### config.mk
export PLATFORM = sky130hd
export DESIGN_NAME = sd_cmd_framer
export DESIGN_NICKNAME = d
export VERILOG_FILES = /design/src/rtl/sd_cmd_framer.sv
export SDC_FILE = /design/constraint.sdc
export NUM_CORES = 1
export LEC_CHECK = 0
export BUFFER_PORTS_ARGS = -buffer_cell sky130_fd_sc_hd__buf_4
export CORE_ASPECT_RATIO = 0.5
export CORE_UTILIZATION = 25
export CTS_CLUSTER_SIZE = 40
export DETAILED_ROUTE_END_ITERATION = 8
export PLACE_DENSITY = 0.45
export SKIP_CTS_REPAIR_TIMING = 1
export SLEW_MARGIN = 20
export SYNTH_ARGS = -nofsm -noshare
export SYNTH_HDL_FRONTEND = slang
export SYNTH_SLANG_ARGS = --single-unit
### constraint.sdc
create_clock -name CLK -period 4.4 [get_ports CLK]
set_input_delay 0.22 -clock CLK [delete_from_list [all_inputs] [get_ports CLK]]
set_output_delay 0.22 -clock CLK [all_outputs]
set_load 0.05 [all_outputs]
### src/rtl/sd_cmd_framer.sv
`default_nettype none
// ============================================================================
// Module   : sd_cmd_framer
// Brief    : Assembles 6-byte SD-style command frames (start byte, 32-bit
//            argument, CRC7 byte) from the SPI receive byte buffer, checks
//            them and offers them to the command decoder via valid/ready.
// Revision : 1.0 - initial release
// ============================================================================
module sd_cmd_framer #(
  parameter int CHECK_CRC = 1
) (
  input  logic        CLK,
  input  logic        reset,
  input  logic        CS,
  input  logic        IsInitialized,
  input  logic [7:0]  Buffer,
  input  logic        Changed,
  input  logic        cmd_ready,
  output logic        cmd_valid,
  output logic [5:0]  cmd_index,
  output logic [31:0] cmd_arg,
  output logic [6:0]  cmd_crc,
  output logic        crc_ok,
  output logic        frame_error,
  output logic        overrun
);

  typedef enum logic [1:0] {
    S_IDLE = 2'd0,
    S_ARG  = 2'd1,
    S_CRC  = 2'd2,
    S_HOLD = 2'd3
  } state_t;

  state_t      r_state;
  state_t      w_state_nxt;
  logic [1:0]  r_cnt;
  logic [1:0]  w_cnt_nxt;
  logic [5:0]  r_index;
  logic [5:0]  w_index_nxt;
  logic [31:0] r_arg;
  logic [31:0] w_arg_nxt;
  logic [6:0]  r_crc;
  logic [6:0]  w_crc_nxt;
  logic [6:0]  r_crc_acc;
  logic [6:0]  w_crc_acc_nxt;
  logic        r_crc_ok;
  logic        w_crc_ok_nxt;
  logic        r_valid;
  logic        w_valid_nxt;
  logic        r_frame_error;
  logic        w_frame_error_nxt;
  logic        r_overrun;
  logic        w_overrun_nxt;
  logic        r_changed_d;
  logic        w_byte_evt;
  logic        w_idle_rules;
  logic        w_crc_match;

  // CRC7, polynomial x^7+x^3+1, one byte folded in MSB first
  function automatic logic [6:0] crc7_byte(input logic [6:0] crc_in,
                                           input logic [7:0] data);
    logic [6:0] crc;
    logic       fb;
    crc = crc_in;
    for (int i = 7; i >= 0; i--) begin
      fb  = crc[6] ^ data[i];
      crc = {crc[5:0], 1'b0};
      if (fb) crc = crc ^ 7'h09;
    end
    return crc;
  endfunction

  // One event per completed byte: rising edge of the level flag
  assign w_byte_evt = Changed & ~r_changed_d;

  // After five bytes the accumulator holds the expected CRC7
  generate
    if (CHECK_CRC != 0) begin : g_crc_check
      assign w_crc_match = (r_crc_acc == Buffer[7:1]) && Buffer[0];
    end else begin : g_crc_bypass
      assign w_crc_match = 1'b1;
    end
  endgenerate

  // Next-state and next-data decode for the frame sequencer
  always_comb begin
    w_state_nxt       = r_state;
    w_cnt_nxt         = r_cnt;
    w_index_nxt       = r_index;
    w_arg_nxt         = r_arg;
    w_crc_nxt         = r_crc;
    w_crc_acc_nxt     = r_crc_acc;
    w_crc_ok_nxt      = r_crc_ok;
    w_valid_nxt       = r_valid;
    w_frame_error_nxt = 1'b0;
    w_overrun_nxt     = 1'b0;
    w_idle_rules      = 1'b0;

    case (r_state)
      S_IDLE: w_idle_rules = 1'b1;
      S_ARG: begin
        if (CS) begin
          w_state_nxt       = S_IDLE;
          w_frame_error_nxt = 1'b1;
        end else if (w_byte_evt) begin
          w_arg_nxt     = {r_arg[23:0], Buffer};
          w_crc_acc_nxt = crc7_byte(r_crc_acc, Buffer);
          w_cnt_nxt     = r_cnt + 2'd1;
          if (r_cnt == 2'd3) w_state_nxt = S_CRC;
        end
      end
      S_CRC: begin
        if (CS) begin
          w_state_nxt       = S_IDLE;
          w_frame_error_nxt = 1'b1;
        end else if (w_byte_evt) begin
          w_crc_nxt    = Buffer[7:1];
          w_crc_ok_nxt = w_crc_match;
          w_valid_nxt  = 1'b1;
          w_state_nxt  = S_HOLD;
        end
      end
      S_HOLD: begin
        // A byte coinciding with the handshake is treated as if in IDLE
        if (r_valid && cmd_ready) begin
          w_valid_nxt  = 1'b0;
          w_state_nxt  = S_IDLE;
          w_idle_rules = 1'b1;
        end else if (w_byte_evt) begin
          w_overrun_nxt = 1'b1;
        end
      end
      default: w_state_nxt = S_IDLE;
    endcase

    // Start byte (01xxxxxx) opens a frame; fill bytes are ignored
    if (w_idle_rules && w_byte_evt && (Buffer[7:6] == 2'b01)) begin
      w_index_nxt   = Buffer[5:0];
      w_arg_nxt     = 32'd0;
      w_crc_acc_nxt = crc7_byte(7'd0, Buffer);
      w_cnt_nxt     = 2'd0;
      w_state_nxt   = S_ARG;
    end
  end

  // State and frame registers; IsInitialized low acts as a synchronous clear
  always_ff @(posedge CLK or posedge reset) begin
    if (reset) begin
      r_state       <= S_IDLE;
      r_cnt         <= 2'd0;
      r_index       <= 6'd0;
      r_arg         <= 32'd0;
      r_crc         <= 7'd0;
      r_crc_acc     <= 7'd0;
      r_crc_ok      <= 1'b0;
      r_valid       <= 1'b0;
      r_frame_error <= 1'b0;
      r_overrun     <= 1'b0;
      r_changed_d   <= 1'b0;
    end else if (!IsInitialized) begin
      r_state       <= S_IDLE;
      r_crc_ok      <= 1'b0;
      r_valid       <= 1'b0;
      r_frame_error <= 1'b0;
      r_overrun     <= 1'b0;
      r_changed_d   <= 1'b0;
    end else begin
      r_state       <= w_state_nxt;
      r_cnt         <= w_cnt_nxt;
      r_index       <= w_index_nxt;
      r_arg         <= w_arg_nxt;
      r_crc         <= w_crc_nxt;
      r_crc_acc     <= w_crc_acc_nxt;
      r_crc_ok      <= w_crc_ok_nxt;
      r_valid       <= w_valid_nxt;
      r_frame_error <= w_frame_error_nxt;
      r_overrun     <= w_overrun_nxt;
      r_changed_d   <= Changed;
    end
  end

  assign cmd_valid   = r_valid;
  assign cmd_index   = r_index;
  assign cmd_arg     = r_arg;
  assign cmd_crc     = r_crc;
  assign crc_ok      = r_crc_ok;
  assign frame_error = r_frame_error;
  assign overrun     = r_overrun;

endmodule
`default_nettype wire
==> out/results.ini, run 1 <==
[clock_tree]
clk_pin_slew_worst_paths_ps=60
h-tree-depth=3
clkSinkCount=61
cts_tree=yes
root_buffer=clkbuf_16
clock_latency_ps=320
cts_made_buffers=9
cts_buffer_depth=2

[die]
chipHeight_um=76.2
num_io_pins=63
num_rows=26
start_util=0.264
dieArea_mm2=0.0115
dieWidth_um=150
core_mm2=0.0104

[global_route]
global_route.usage.met1=0.185
gr-total-overflow=0
grt_start_max_net_pins=62
antenna_found_initial=0
grtUsageMet3=0.0407
grt_pass1_wl_um=11200
grt.total_usage=0.131
met2_usage=0.182
first_global_vias=2010
busiest_layer=met1

[final_layout]
n_fill_cell=1047
utilization=0.351
stdcell_area_mm2=0.00366
antenna_cells=0
layout.nets=305
drive_above_1_share=0.337
areaGrowthSynthToFinish_pct=32.9

[yosys]
syn_area_per_cell_um2=12.3
yosysSeqAreaShare=0.554
synth_common_cells=dfrtp_1 (61), a22o_1 (32), xnor2_1 (16), mux2_2 (13), nand2_1 (12)
synth-compound-area-share=0.156
yosysTopAreaCell=dfrtp_1
synthDistinctLibCells=40
yosys.area_share.xor_xnor=0.0817
synthAdderAreaFrac=0.0227
yosys.area.top_type_share=0.554
synth.most_common_cell=dfrtp_1
synthFlopType=dfrtp_1
synth_top_family_by_area=compound AO/OA/AOI/OAI gates
synth_edf_count=0
synth_area_leaders=dfrtp_1 (55%), a22o_1 (10%), mux2_2 (5.3%), xnor2_1 (5.1%), ha_1 (2.3%)
post_synth_inst_count=224
synth_area_mm2=0.00276
synth_mux_area_frac=0.0531
synth_nets=243
synth_warnings=0
yosys_register_bits=61
synthSimpleGateAreaFrac=0.0985
ys_async_sr_fraction=1.00

[hold_path]
hold_class=in2async

[placement]
dp_slack_ps=1660
place_area_mm2=0.00334
gp_congestion=0.775
port_buffers=62
hpwl_um=4690

[sta]
clock_skew_ps=4.70
fin_crit_sh=0.626
rsz0062_at_grt=no
fin_ws_ps=1650
setup_violations=0
clock.fmax_mhz=363
final-max-slew-violation-count=0
min_period_ps=2750
hold_viol=0
worstMarginPinSlew_ps=786
max_slew_margin=0.476
setup_tns_ps=0

[power]
leakagePower_uw=0.00178
total_power_uw=2000
power_density_mw_per_mm2=546
ir_drop_v=0.000215

[critical_path]
cpPeakStageDelay_ps=490
crit_chain=inv_1, ha_1, nor3b_2, nand4_1, and2_1, buf_4, a211o_1, a21o_1
cp_top_family=simple AND/OR/NAND/NOR gates
path_buf_inv=2
path_class=reg2reg
required_ps=4620
reg2reg_slack_ps=1650
critPathCaptureType=flip-flop
cp_slowest_cell=nand4_1
cp.arrival_ps=2970
cp-start-kind=flip-flop
critical_path.max_fanout=42

[drt]
first_pass_iters=5
ant_nets=0
wl_um=6900
first_iter_violations=124
vias_per_cell=4.60
drc=0
via_count=1981
post_drt_wl_per_cell_um=16.0

[run_status]
status=finished, final reports clean

[job]
maxCapViolCount=0

## area by class of cell
type / count / area, um2 / share of cell area
Clock buffer: 9 / 225 / 0.0615
Clock inverter: 7 / 97.6 / 0.0266
Inverter: 4 / 15.0 / 0.00410
Multi-Input combinational cell: 145 / 1130 / 0.310
Sequential cell: 61 / 1530 / 0.417
Tap cell: 140 / 175 / 0.0478
Timing Repair Buffer: 65 / 488 / 0.133
## worst register-to-register path: stages (launching register included)
cell and delay (ps):
dfrtp_1 410, inv_1 90, ha_1 340, nor3b_2 250, nand4_1 490, and2_1 370
buf_4 260, a211o_1 270, a21o_1 170
## sequential cells by signal (all words and copies together), names as in the netlist
signal       count
frame_error      1
r_cnt            2
cmd_valid        1
r_state          2
r_crc_acc        7
cmd_crc          7
cmd_arg         32
r_changed_d      1
cmd_index        6
overrun          1
crc_ok           1
## per-stage QoR
step,cells,hold slack (ps)
5_1_grt,431,102
2_1_floorplan,224,307
3_5_place_dp,415,446
4_1_cts,431,98.1
6_report,431,111
3_3_place_gp,415,444
## logic make-up (layout without fill, tap and decap cells)
| logic type | Yosys count | after routing |
|---|---|---|
| buffers and inverters | 18 | 85 |
| muxes | 13 | 13 |
| and+or+nand+nor | 48 | 48 |
| adders and majority gates | 5 | 5 |
| AOI/OAI and AO/OA | 55 | 55 |
| xor gates and xnor gates | 24 | 24 |
| DFF | 61 | 61 |
## per-layer routing
layer,vias up,routed length (um)
li1,939,-
met1,983,3540
met2,53,2920
met3,6,341
met4,0,95
met5,-,0
## where the power goes
group	leakage [uW]	total [uW]	switching, uW	internal, uW
clock network	0.000152	755	258	497
logic	0.000806	536	306	230
registers	0.000821	708	73.2	635
total	0.00178	2000	638	1360
## worst paths after layout
check,start,end,cells after the start
max,r_state[0],r_crc_acc[3],8
min,reset,cmd_arg[30],3
max reg2reg,r_state[0],r_crc_acc[3],8
min reg2reg,cmd_arg[25],cmd_arg[25],1
max in group asynchronous,reset,cmd_crc[0],3
min in group CLK,cmd_ready,overrun,2
## cell usage in the layout (no fill, tap or decap), types with 4 or more instances in the layout
cell type  synthesis  final
a21oi_1            5      5
a22o_1            32     32
buf_4              0     65
clkbuf_16          0      9
dfrtp_1           61     61
ha_1               5      5
mux2_2            13     13
nand2_1           12     12
nand4b_1           4      4
nor2_1             7      7
o21ai_0            7      7
xnor2_1           16     16
xor2_1             7      7
Note: power is estimated with default switching activity, not from simulation.
==> inputs of run 2 (changes only) <==
==> constraint.sdc (replaced) <==
create_clock -name CLK -period 2.65 [get_ports CLK]
set_input_delay 0.1325 -clock CLK [delete_from_list [all_inputs] [get_ports CLK]]
set_output_delay 0.1325 -clock CLK [all_outputs]
set_load 0.05 [all_outputs]
==> run 2 against run 1 <==
  * First-iteration DRC count is 6.5% lower
  * Critical path depth is 1 lower
  * Routed wire length is 0.33% higher
  * Cell area is 0.89% higher
  * Clock power is 67% higher
  * Sequential power is 67% higher
  * Utilization is 0.31 points higher
  * Critical endpoint is now r_cnt[0]
  * Largest cell class unchanged
==> out/results.ini, run 2 (synthesis results as in run 1) <==
[die]
dieWidth_um=150  ; unchanged
start_util=0.264  ; unchanged
core_mm2=0.0104  ; unchanged
dieArea_mm2=0.0115  ; unchanged
num_io_pins=63  ; unchanged
num_rows=26  ; unchanged
chipHeight_um=76.2  ; unchanged

[sta]
clock.fmax_mhz=459  ; +26%
worstMarginPinSlew_ps=723  ; -63.7 ps
fin_ws_ps=473  ; -1170 ps
max_slew_margin=0.518  ; +0.0418
hold_viol=0  ; unchanged
rsz0062_at_grt=no
final-max-slew-violation-count=0  ; unchanged
clock_skew_ps=6.31  ; +1.61 ps
fin_crit_sh=0.822  ; +0.196
min_period_ps=2180  ; -576 ps
setup_violations=0  ; unchanged
setup_tns_ps=0  ; unchanged

[final_layout]
utilization=0.354  ; +0.00312
drive_above_1_share=0.342  ; +0.00560
layout.nets=309  ; +1.3%
areaGrowthSynthToFinish_pct=34.1
stdcell_area_mm2=0.00369  ; +0.89%
largest_register_ffs=32  ; unchanged
final_common_cell=buf_4
layout_common_cells=buf_4 (68), dfrtp_1 (61), a22o_1 (32)
n_fill_cell=1033  ; -1.3%
antenna_cells=0  ; unchanged

[power]
power_density_mw_per_mm2=905  ; +66%
leakagePower_uw=0.00180  ; +1.0%
total_power_uw=3340  ; +67%
ir_drop_v=0.000368  ; +71%

[placement]
hpwl_um=4870  ; +3.9%
gp_congestion=0.809  ; +4.3%
dp_slack_ps=505  ; -1150 ps
place_area_mm2=0.00336  ; +0.67%
port_buffers=62  ; unchanged

[clock_tree]
root_buffer=clkbuf_16
clk_pin_slew_worst_paths_ps=60  ; about the same
cts_tree=yes
h-tree-depth=3  ; unchanged
clock_latency_ps=330  ; about the same
cts_made_buffers=9  ; unchanged
cts_buffer_depth=2  ; unchanged
clkSinkCount=61  ; unchanged

[global_route]
grt.total_usage=0.135  ; +0.00433
grt_pass1_wl_um=11500  ; +2.7%
antenna_found_initial=0  ; unchanged
gr-total-overflow=0  ; unchanged
first_global_vias=2031  ; +1.0%
grt_start_max_net_pins=36  ; -42%

[drt]
vias_per_cell=4.57  ; -0.62%
first_iter_violations=116  ; -6.5%
ant_nets=0  ; unchanged
via_count=1987  ; +0.30%
first_pass_iters=4  ; -1
post_drt_wl_per_cell_um=15.9  ; -0.59%
drc=0  ; unchanged
wl_um=6920  ; +0.33%

[critical_path]
reg2reg_slack_ps=470  ; -1170 ps
path_class=reg2reg
cp_slowest_cell=dfrtp_1
path_buf_inv=2  ; unchanged
critPathCaptureType=flip-flop
required_ps=2860  ; -1760 ps
cp_top_family=simple AND/OR/NAND/NOR gates
cpPeakStageDelay_ps=400  ; -90 ps
crit_chain=inv_1, ha_1, nor3b_2, and3_1, nor2_2, buf_4, mux2_2
cp.arrival_ps=2390  ; -580 ps
cp-start-kind=flip-flop
critical_path.max_fanout=35  ; -17%

[job]
maxCapViolCount=0  ; unchanged

[hold_path]
hold_class=in2reg

[run_status]
status=finished, final reports clean

[run 2: routing by layer]
metal | share of wire | global-route usage | routed length, um
met4 | 0.0092 | 0.0364 | 64
met2 | 0.43 | 0.188 | 3000
met5 | 0 | 0 | 0
met1 | 0.51 | 0.193 | 3520
met3 | 0.049 | 0.0503 | 337
[run 2: area by class of cell]
cell class                 count  area [um2]  share of cell area
clock inverter                 7        97.6              0.0264
tap                          140         175              0.0474
multi-input combinational    145        1130               0.307
timing repair buffer          69         520               0.141
sequential                    61        1530               0.413
clock buffer                   9         225              0.0610
inverter                       4        15.0             0.00406
[run 2: stage by stage]
step / hold WS [ps] / std cells
2_1_floorplan: 219 / 224
3_3_place_gp: 300 / 418
3_5_place_dp: 319 / 418
4_1_cts: -32.0 / 434
5_1_grt: 27.3 / 435
6_report: 26.4 / 435
[run 2: path summary, 6_finish.rpt]
| kind | start | depth (start not counted) | to |
|---|---|---|---|
| worst min-delay path | cmd_ready | 2 | overrun |
| min in group asynchronous | reset | 3 | cmd_arg[22] |
| worst min register to register | cmd_arg[30] | 1 | cmd_arg[30] |
| worst max-delay path | r_state[0] | 7 | r_cnt[0] |
| max in group asynchronous | reset | 4 | cmd_crc[4] |
| worst max register to register | r_state[0] | 7 | r_cnt[0] |
[run 2: where the power goes]
group | switching, uW | internal (uW)
sequential | 124 | 1050
combinational | 516 | 385
clock | 437 | 827
total | 1080 | 2270
